### src/rtl/fpu_ctrl_pkg.sv
// Shared types and constants for the FP issue/hazard controller.
// Imported by the scoreboard and the top-level issue controller.
package fpu_ctrl_pkg;

  localparam int unsigned REG_W          = 5;
  localparam int unsigned DIV_CYCLES_DEF = 12;
  localparam int unsigned PIPE_DEPTH_DEF = 3;

  typedef enum logic [1:0] {
    RUN      = 2'd0,
    DIV_WAIT = 2'd1,
    DIV_WB   = 2'd2
  } fpu_state_e;

  typedef struct packed {
    logic             valid;
    logic [REG_W-1:0] rd;
  } sb_slot_t;

endpackage

### src/rtl/fpu_scoreboard.sv
// In-flight FP destination tracker: a shift register from PRE to WB plus the
// RAW comparators for both source operands.
module fpu_scoreboard
  import fpu_ctrl_pkg::*;
#(
  parameter int unsigned PIPE_DEPTH = PIPE_DEPTH_DEF
) (
  input  logic             i_clk,
  input  logic             i_rst,
  input  sb_slot_t         i_load,
  input  sb_slot_t         i_div,
  input  logic [REG_W-1:0] i_rs1,
  input  logic [REG_W-1:0] i_rs2,
  input  logic             i_use_rs1,
  input  logic             i_use_rs2,
  output logic             o_raw,
  output logic             o_pre_valid,
  output sb_slot_t         o_wb
);

  sb_slot_t r_sb [PIPE_DEPTH];
  logic     w_hit1;
  logic     w_hit2;

  always_ff @(posedge i_clk) begin
    if (i_rst) begin
      for (int i = 0; i < PIPE_DEPTH; i++) r_sb[i] <= '0;
    end else begin
      r_sb[0] <= i_load;
      for (int i = 1; i < PIPE_DEPTH; i++) r_sb[i] <= r_sb[i-1];
    end
  end

  // The WB slot is excluded: the regfile writes through to the same-cycle read.
  always_comb begin
    w_hit1 = i_div.valid & (i_div.rd == i_rs1);
    w_hit2 = i_div.valid & (i_div.rd == i_rs2);
    for (int i = 0; i < PIPE_DEPTH - 1; i++) begin
      w_hit1 = w_hit1 | (r_sb[i].valid & (r_sb[i].rd == i_rs1));
      w_hit2 = w_hit2 | (r_sb[i].valid & (r_sb[i].rd == i_rs2));
    end
  end

  assign o_raw       = (i_use_rs1 & w_hit1) | (i_use_rs2 & w_hit2);
  assign o_pre_valid = r_sb[0].valid;
  assign o_wb        = r_sb[PIPE_DEPTH-1];

endmodule

### src/rtl/fpu_issue_ctrl.sv
// FP issue controller: gates ID->PRE issue on RAW and structural hazards and
// sequences the multi-cycle divider, which owns EX while it runs.
module fpu_issue_ctrl
  import fpu_ctrl_pkg::*;
#(
  parameter int unsigned DIV_CYCLES = DIV_CYCLES_DEF,
  parameter int unsigned PIPE_DEPTH = PIPE_DEPTH_DEF
) (
  input  logic             i_clk,
  input  logic             i_rst,
  input  logic             i_id_valid,
  input  logic             i_id_fregWrite,
  input  logic [REG_W-1:0] i_id_fRs1,
  input  logic [REG_W-1:0] i_id_fRs2,
  input  logic [REG_W-1:0] i_id_fRd,
  input  logic             i_id_use_rs1,
  input  logic             i_id_use_rs2,
  input  logic             i_id_is_div,
  input  logic             i_flush,
  output logic             o_issue,
  output logic             o_stall,
  output logic             o_pre_bubble,
  output logic             o_div_busy,
  output logic             o_div_done,
  output logic [REG_W-1:0] o_div_wb_rd
);

  localparam int unsigned CntW = (DIV_CYCLES > 2) ? $clog2(DIV_CYCLES) : 1;

  fpu_state_e      r_state;
  fpu_state_e      w_state_nxt;
  logic [CntW-1:0] r_cnt;
  logic [CntW-1:0] w_cnt_nxt;
  sb_slot_t        r_div;
  sb_slot_t        w_div_nxt;

  sb_slot_t w_load;
  sb_slot_t w_div_cmp;
  sb_slot_t w_wb;
  logic     w_raw;
  logic     w_pre_valid;
  logic     w_struct;
  logic     w_issue;
  logic     w_unused_wb;

  assign w_load    = {w_issue & i_id_fregWrite & ~i_id_is_div, i_id_fRd};
  assign w_div_cmp = {r_div.valid & (r_state != DIV_WB), r_div.rd};

  fpu_scoreboard #(
    .PIPE_DEPTH (PIPE_DEPTH)
  ) u_scoreboard (
    .i_clk       (i_clk),
    .i_rst       (i_rst),
    .i_load      (w_load),
    .i_div       (w_div_cmp),
    .i_rs1       (i_id_fRs1),
    .i_rs2       (i_id_fRs2),
    .i_use_rs1   (i_id_use_rs1),
    .i_use_rs2   (i_id_use_rs2),
    .o_raw       (w_raw),
    .o_pre_valid (w_pre_valid),
    .o_wb        (w_wb)
  );

  // Slot-2 tag only matters for regfile port debug; the divide never collides with it.
  assign w_unused_wb = ^w_wb;

  // With a 2-cycle divide, an instruction now in PRE would reach WB alongside div_done.
  assign w_struct = (r_state != RUN) |
                    ((DIV_CYCLES == 2) & i_id_is_div & w_pre_valid);
  assign w_issue  = i_id_valid & ~i_flush & ~w_raw & ~w_struct & ~i_rst;

  always_ff @(posedge i_clk) begin
    if (i_rst) begin
      r_state <= RUN;
      r_cnt   <= '0;
      r_div   <= '0;
    end else begin
      r_state <= w_state_nxt;
      r_cnt   <= w_cnt_nxt;
      r_div   <= w_div_nxt;
    end
  end

  always_comb begin
    w_state_nxt = r_state;
    w_cnt_nxt   = r_cnt;
    w_div_nxt   = r_div;
    unique case (r_state)
      RUN: begin
        if (w_issue & i_id_is_div) begin
          w_state_nxt = DIV_WAIT;
          w_cnt_nxt   = CntW'(DIV_CYCLES - 2);
          w_div_nxt   = {i_id_fregWrite, i_id_fRd};
        end
      end
      DIV_WAIT: begin
        if (r_cnt == '0) w_state_nxt = DIV_WB;
        else             w_cnt_nxt   = r_cnt - 1'b1;
      end
      DIV_WB: begin
        w_state_nxt     = RUN;
        w_div_nxt.valid = 1'b0;
      end
      default: w_state_nxt = RUN;
    endcase
  end

  always_comb begin
    o_issue      = w_issue;
    o_stall      = i_id_valid & ~i_flush & ~w_issue & ~i_rst;
    o_pre_bubble = ~w_issue;
    o_div_busy   = (r_state != RUN) & ~i_rst;
    o_div_done   = (r_state == DIV_WB) & ~i_rst;
    o_div_wb_rd  = o_div_done ? r_div.rd : '0;
  end

endmodule

### config.mk
export PLATFORM = sky130hd
export DESIGN_NAME = fpu_issue_ctrl
export DESIGN_NICKNAME = d
export VERILOG_FILES = /design/src/rtl/fpu_ctrl_pkg.sv /design/src/rtl/fpu_scoreboard.sv /design/src/rtl/fpu_issue_ctrl.sv
export SDC_FILE = /design/constraint.sdc
export NUM_CORES = 1
export LEC_CHECK = 0
export CORE_UTILIZATION = 40
export CTS_CLUSTER_SIZE = 8
export DETAILED_ROUTE_END_ITERATION = 7
export GPL_ROUTABILITY_DRIVEN = 0
export GPL_TIMING_DRIVEN = 0
export PLACE_DENSITY = 0.71
export SLEW_MARGIN = 15
export SYNTH_ARGS = -nofsm -noshare
export SYNTH_HDL_FRONTEND = slang
export SYNTH_SLANG_ARGS = --single-unit
export TNS_END_PERCENT = 30
### constraint.sdc
create_clock -name i_clk -period 2.5 [get_ports i_clk]
set_clock_uncertainty 0.1 [all_clocks]
set_input_delay 0.25 -clock i_clk [delete_from_list [all_inputs] [get_ports i_clk]]
set_output_delay 0.25 -clock i_clk [all_outputs]
set_load 0.01 [all_outputs]
* After elaboration in Yosys (flattened, before gate mapping)
Memories as Yosys holds them, arrays and structs flattened.
Index checks and enable logic that the tools add are counted.
** Operators by class
- Add/sub/neg operators :: 1
- Eq/ne operators :: 12
- Muxes and demuxes :: 15
- Bitwise gates (word level) :: 34
- Reductions and logical operators :: 9
** Operators by type and width (count)
- == test 5 bit :: 6
- two-way mux 6 bit :: 4
- bitwise AND 1 bit :: 20
- two-way mux 4 bit :: 2
- != test 2 bit (second input constant) :: 4
- OR 1 bit :: 8
- case mux 4 bit (2 select lines) :: 1
- inverter 1 bit :: 6
- AND reduction 2 bit :: 3
- nonzero test 2 bit :: 3
- two-way mux 5 bit :: 1
- logical NOT 4 bit :: 1
- two-way mux 2 bit :: 2
- case mux 2 bit (2 select lines) :: 1
- subtractor 4 x 1 -> 4 bit (second input constant) :: 1
- two-way mux 1 bit :: 3
- AND reduction 3 bit :: 1
- == test 2 x 1 -> 1 bit (second input constant) :: 1
- == test 2 bit (second input constant) :: 1
- logical NOT 2 bit :: 1
- case mux 1 bit (2 select lines) :: 1
** Storage, ports and cells
- Register bits :: 12
- Bits in writable memories :: 18
- Input port bits :: 23
- Output and inout bits :: 10
- Word-level logic and storage cells :: 76
- Memories kept :: 1
** Memories
- u_scoreboard.r_sb :: words 3, bits a word 6, read ports 2, clocked after memory_dff 0, wr ports 3, line fpu_scoreboard.sv:21 : sb_slot_t r_sb [PIPE_DEPTH];

* Logic depth before layout (Yosys ltp)
- Depth after elaboration :: 14
- Depth in mapped cells :: 8
- Mapped depth without buffers :: 7

* Hierarchy
A second synthesis with hierarchy kept.
** Unflattened totals
- Cells, all modules :: 158
- Area, all modules :: 1530.2 um^2
** Modules (own cells, without submodules)
- fpu_scoreboard :: instances 1, cells an instance 87, area each 873.3 um^2, seq. area each 360.3 um^2
- fpu_issue_ctrl :: instances 1, cells an instance 71, area each 656.9 um^2, seq. area each 240.2 um^2

* Worst setup path after synthesis
No wires, ideal clock.
- Path type :: register to register
- Start point :: register r_state[1]
- End point :: register r_cnt[1]
- Setup time :: 0.139 ns
- Arrival time :: 1.611 ns
- Data required time :: 2.261 ns
- Path slack :: 0.649 ns
- Cell stages (with the launch flop) :: 9
- Path buffers :: 2
- Clock period less this slack :: 1.851 ns
- Path through :: dfxtp_1 -> nor2b_1 -> buf_6 -> nor4_2 -> nand4_1 -> and4_4 -> buf_6 -> a21oi_1 -> a221oi_1
** Between the ends
- Cells in the longest elaborated chain, start to end :: 14
- Elaborated cells on any way between the ends :: 25
- Classes of those cells :: eq/ne: 4; mux: 1; bitwise: 16; reduce/logical: 4
** Ends and longest elaborated chain
- start, declared :: line fpu_issue_ctrl.sv:30 : fpu_state_e r_state;
- start signal, assigned :: line fpu_issue_ctrl.sv:79 : r_state <= w_state_nxt;
- != test 2 bit :: line fpu_issue_ctrl.sv:47 : assign w_div_cmp = {r_div.valid & (r_state != DIV_WB), r_div.rd};
- bitwise AND 1 bit :: line fpu_issue_ctrl.sv:47
- bitwise AND 1 bit, on equally long branches :: line fpu_scoreboard.sv:36, fpu_scoreboard.sv:37
- OR 1 bit, on equally long branches (2 in a row) :: line fpu_scoreboard.sv:39, fpu_scoreboard.sv:40
- bitwise AND 1 bit :: line fpu_scoreboard.sv:44 : assign o_raw = (i_use_rs1 & w_hit1) | (i_use_rs2 & w_hit2);
- OR 1 bit :: line fpu_scoreboard.sv:44
- inverter 1 bit :: line fpu_issue_ctrl.sv:71 : assign w_issue = i_id_valid & ~i_flush & ~w_raw & ~w_struct & ~i_rst;
- bitwise AND 1 bit (3 in a row) :: line fpu_issue_ctrl.sv:71
- bitwise AND 1 bit :: line fpu_issue_ctrl.sv:91 : if (w_issue & i_id_is_div) begin
- != test 2 bit (no source line)
- AND reduction 3 bit (no source line)
- end signal, assigned :: line fpu_issue_ctrl.sv:80 : r_cnt <= w_cnt_nxt;
- end, declared :: line fpu_issue_ctrl.sv:32 : logic [CntW-1:0] r_cnt;
Several ways; a longest one is shown, not always the timed one.
A chain may end at the register's enable or synchronous reset.

* Final worst setup path
- Start point :: register r_state[1]
- End point :: output port o_pre_bubble
** Between the ends
- Cells in the longest elaborated chain, start to end :: 12
- Elaborated cells on any way between the ends :: 18
- Classes of those cells :: eq/ne: 1; bitwise: 16; reduce/logical: 1
** Ends and longest elaborated chain
- != test 2 bit :: line fpu_issue_ctrl.sv:47
- bitwise AND 1 bit :: line fpu_issue_ctrl.sv:47
- bitwise AND 1 bit, on equally long branches :: line fpu_scoreboard.sv:36, fpu_scoreboard.sv:37
- OR 1 bit, on equally long branches (2 in a row) :: line fpu_scoreboard.sv:39, fpu_scoreboard.sv:40
- bitwise AND 1 bit :: line fpu_scoreboard.sv:44
- OR 1 bit :: line fpu_scoreboard.sv:44
- inverter 1 bit :: line fpu_issue_ctrl.sv:71
- bitwise AND 1 bit :: line fpu_issue_ctrl.sv:71
- bitwise AND 1 bit * (2 in a row) :: line fpu_issue_ctrl.sv:71
- inverter 1 bit * :: line fpu_issue_ctrl.sv:112 : o_pre_bubble = ~w_issue;
- end, declared :: line fpu_issue_ctrl.sv:22 : output logic o_pre_bubble,
Every way passes the cells marked *; elsewhere a longest branch is shown, timed or not.

==> flow_summary_export.csv <==
group,metric,value,unit
outcome,status,"finished clean",
power,leakage,0.684,nW
final_layout,post-route-util,0.562,
yosys,synthTopCellsByArea,"dfxtp_1 (37%), xor2_1 (13%), xnor2_1 (7.3%)",
clocking,clock_path_buffers,2,
yosys,ys_async_sr_fraction,0,
worst_setup_path,worst-path-stages,8,
yosys,synth_ff_type,"dfxtp_1",
worst_setup_path,worstSetupEndpoint,"o_pre_bubble",
timing,rsz0062_at_grt,"no",
power,p_int,0.000518,W
yosys,seq_area_frac_synth,0.365,
worst_setup_path,critPathCaptureType,"primary output",
die,core_area,0.00308,mm²
timing,period_needed,2.35,ns
worst_setup_path,cp-start-kind,"register",
global_routing,grtUsageTotal,0.212,
clocking,clock-sinks,24,
yosys,synth_nets,174,
die,num_rows,20,
yosys,synth_seq_cells,24,
die,ioPinCount,33,
timing,hold_violations,0,
worst_setup_path,reg2reg_to,"r_cnt[1]$_SDFFE_PP0P_",
worst_setup_path,r2r_start,"u_scoreboard.r_sb[0][2]$_SDFF_PP0_",
clocking,cts_hold_buf,0,
yosys,synth_cell_types,34,
clocking,cts.clk_slew.worst_paths,0.13,ns
clocking,htreeDepth,1,
run,cap_violations,0,
global_routing,grt_pass1_wl,5460,µm
routing,vias,1221,
timing,drv_slew,0,
yosys,syn_avg_cell_area,8.77,µm²
die,start_util,0.427,
timing,fin_crit_sh,0.941,
power,p_sw,0.000191,W
power,powerDensity,410,mW/mm²
yosys,netlist.area_leader.share,0.365,
yosys,synth.most_common_cell,"dfxtp_1",
routing,routed_wl,3450,µm
final_layout,layout-drive-gt1-share,0.0798,
global_routing,grt_overflow,0,
routing,drcViolationCount,0,
worst_setup_path,critical-path-top-delay-family,"simple AND/OR/NAND/NOR gates",
timing,worst_slack,0.148,ns
yosys,synth_largest_area_cell,"dfxtp_1",
global_routing,grt_max_degree,13,
final_layout,syn_to_final_growth,31.5,%
worst_hold_path,hp-class,"input pin to register",
timing,fin_setup_tns,0,ns
power,pwr-share-seq,0.574,
worst_setup_path,r2r_cells,8,
worst_setup_path,crit_type,"register to primary output",
worst_setup_path,cp_data_arrival_time,2.00,ns
routing,ant_nets,0,
clocking,cts_buffers,3,
clocking,clk_latency,0.32,ns
clocking,clock-root-buffer,"clkbuf_4",
yosys,yosys-top-cells-count,"dfxtp_1 (24), xor2_1 (19), nor2b_1 (12)",
yosys,synth_area,0.00132,mm²
routing,drtIter0Drc,47,
timing,slew_headroom,0.658,
yosys,yosysWarningCount,0,
clocking,cts_tree,"yes",
final_layout,diodes,0,
worst_setup_path,worstSetupStartpoint,"r_state[1]$_SDFFE_PP0P_",
yosys,syn_inst,150,
power,ir_drop,0.293,mV
worst_setup_path,crit_fanout,9,
die,die_area,0.00352,mm²
power,clkPwrFrac,0.249,
die,die_w,59.3,µm
timing,max_freq,425,MHz
final_layout,final_nets,214,
routing,drtPass1Iterations,4,
worst_setup_path,ff2ff_setup_slack,0.31,ns
yosys,synth_edf_count,0,
global_routing,antenna_found_initial,0,
place,port_buffers,32,
timing,worst_slew_pin_slew,0.513,ns
routing,wl_per_cell,14.8,µm
worst_setup_path,cp.required,2.15,ns
die,fp.dieH,59.3,µm
place,place_ws,-0.359,ns
worst_setup_path,critical_path.slowest_cell,"dfxtp_1",
power,p_sw_frac,0.270,
worst_setup_path,crit_chain,"nor2b_1 > buf_6 > nor4_1 > a2bb2oi_1 > nand4_1 > nor3_2 > inv_1 > dlygate4sd2_1",
power,combPwrFrac,0.177,
worst_setup_path,cpPeakStageDelay,0.40,ns
routing,drt-vias-per-instance,5.26,
worst_setup_path,crit_buf_inv,3,
place,hpwl,2590,µm
global_routing,grt_pass1_vias,1178,
timing,setup-violations-final,0,
-- cells in the final DEF (no fill, tap or decap), drive strengths merged --
master / instances
a2111oi: 1
a211o: 1
a211oi: 1
a21oi: 9
a221oi: 1
a2bb2oi: 1
and2: 1
and2b: 1
and3: 6
and4: 2
buf: 6
clkbuf: 5
clkdlybuf4s50: 22
dfxtp: 24
dlygate4sd2: 10
ha: 1
inv: 6
nand2: 7
nand2b: 1
nand3: 7
nand4: 7
nand4b: 1
nor2: 6
nor2b: 12
nor3: 5
nor3b: 1
nor4: 5
o211ai: 1
o21ai: 6
or2: 1
xnor2: 11
xor2: 19
-- flip-flops by register name, indices dropped and copies added (netlist names) --
name               flops
r_state                2
u_scoreboard.r_sb     12
r_cnt                  4
r_div                  6
-- stage by stage --
stage          total power [W]  hold WS, ns  area (µm²)  instances
2_1_floorplan         0.000475        0.219        1320        150
5_1_grt               0.000740        0.395        1730        232
3_5_place_dp          0.000543        0.397        1690        226
3_3_place_gp          0.000539        0.383        1690        226
6_report              0.000709        0.397        1730        232
4_1_cts               0.000713        0.390        1730        232
-- repair_timing --
| item | CTS | global route |
|---|---|---|
| buffers inserted | 3 | 0 |
| resized for setup | 11 | 0 |
| setup endpoints to repair | 3 | 0 |
| hold endpoints to repair | 0 | 0 |
-- worst register-to-register path: cells and delay by family, from the launching register on --
family          cells  cell delay [ns]
simple gates        3             0.72
compound gates      2             0.41
flops               1             0.37
buf+inv             2             0.31
xor+xnor            1             0.16
-- cell families after synthesis --
group | after synthesis | synth area share
buffers and inverters | 11 | 0.0438
AND/OR/NAND/NOR | 63 | 0.282
adder cells (fa/ha/maj) | 1 | 0.00951
AO/OA/AOI/OAI | 21 | 0.0999
flip-flops | 24 | 0.365
XOR/XNOR | 30 | 0.200
-- worst min-delay path by stage --
stage / cells past startpoint / start / slack, ns / end
3_5_place_dp: 2 / r_cnt[1]$_SDFFE_PP0P_ / 0.40 / r_cnt[1]$_SDFFE_PP0P_
6_report: 2 / i_id_fRd[3] / 0.40 / u_scoreboard.r_sb[0][3]$_SDFF_PP0_
3_3_place_gp: 1 / u_scoreboard.r_sb[0][5]$_SDFF_PP0_ / 0.38 / u_scoreboard.r_sb[0][11]$_SDFF_PP0_
4_1_cts: 2 / i_id_fRd[3] / 0.39 / u_scoreboard.r_sb[0][3]$_SDFF_PP0_
2_1_floorplan: 1 / i_rst / 0.22 / r_cnt[3]$_SDFFE_PP0P_
5_1_grt: 2 / i_id_fRd[3] / 0.39 / u_scoreboard.r_sb[0][3]$_SDFF_PP0_
-- power groups by stage --
stage,sequential [W],clock (W),combinational [W]
5_1_grt,0.000409,0.000195,0.000136
2_1_floorplan,0.000412,0,0.0000625
3_5_place_dp,0.000415,0,0.000127
6_report,0.000407,0.000177,0.000126
3_3_place_gp,0.000415,0,0.000124
4_1_cts,0.000407,0.000181,0.000126
-- per-layer routing --
layer,track usage,routed length [µm]
met1,0.259,1500
met2,0.371,1700
met3,0.0480,201
met4,0.0612,48
met5,0,0
-- cell type report --
type,count,area (µm²)
Fill cell,306,1350
Tap cell,44,55.1
Inverter,6,22.5
Multi-Input combinational cell,115,783
Sequential cell,24,480
Buffer,5,35.0
Clock buffer,3,22.5
Timing Repair Buffer,35,330
No activity file was read; power rests on OpenSTA's default activity.
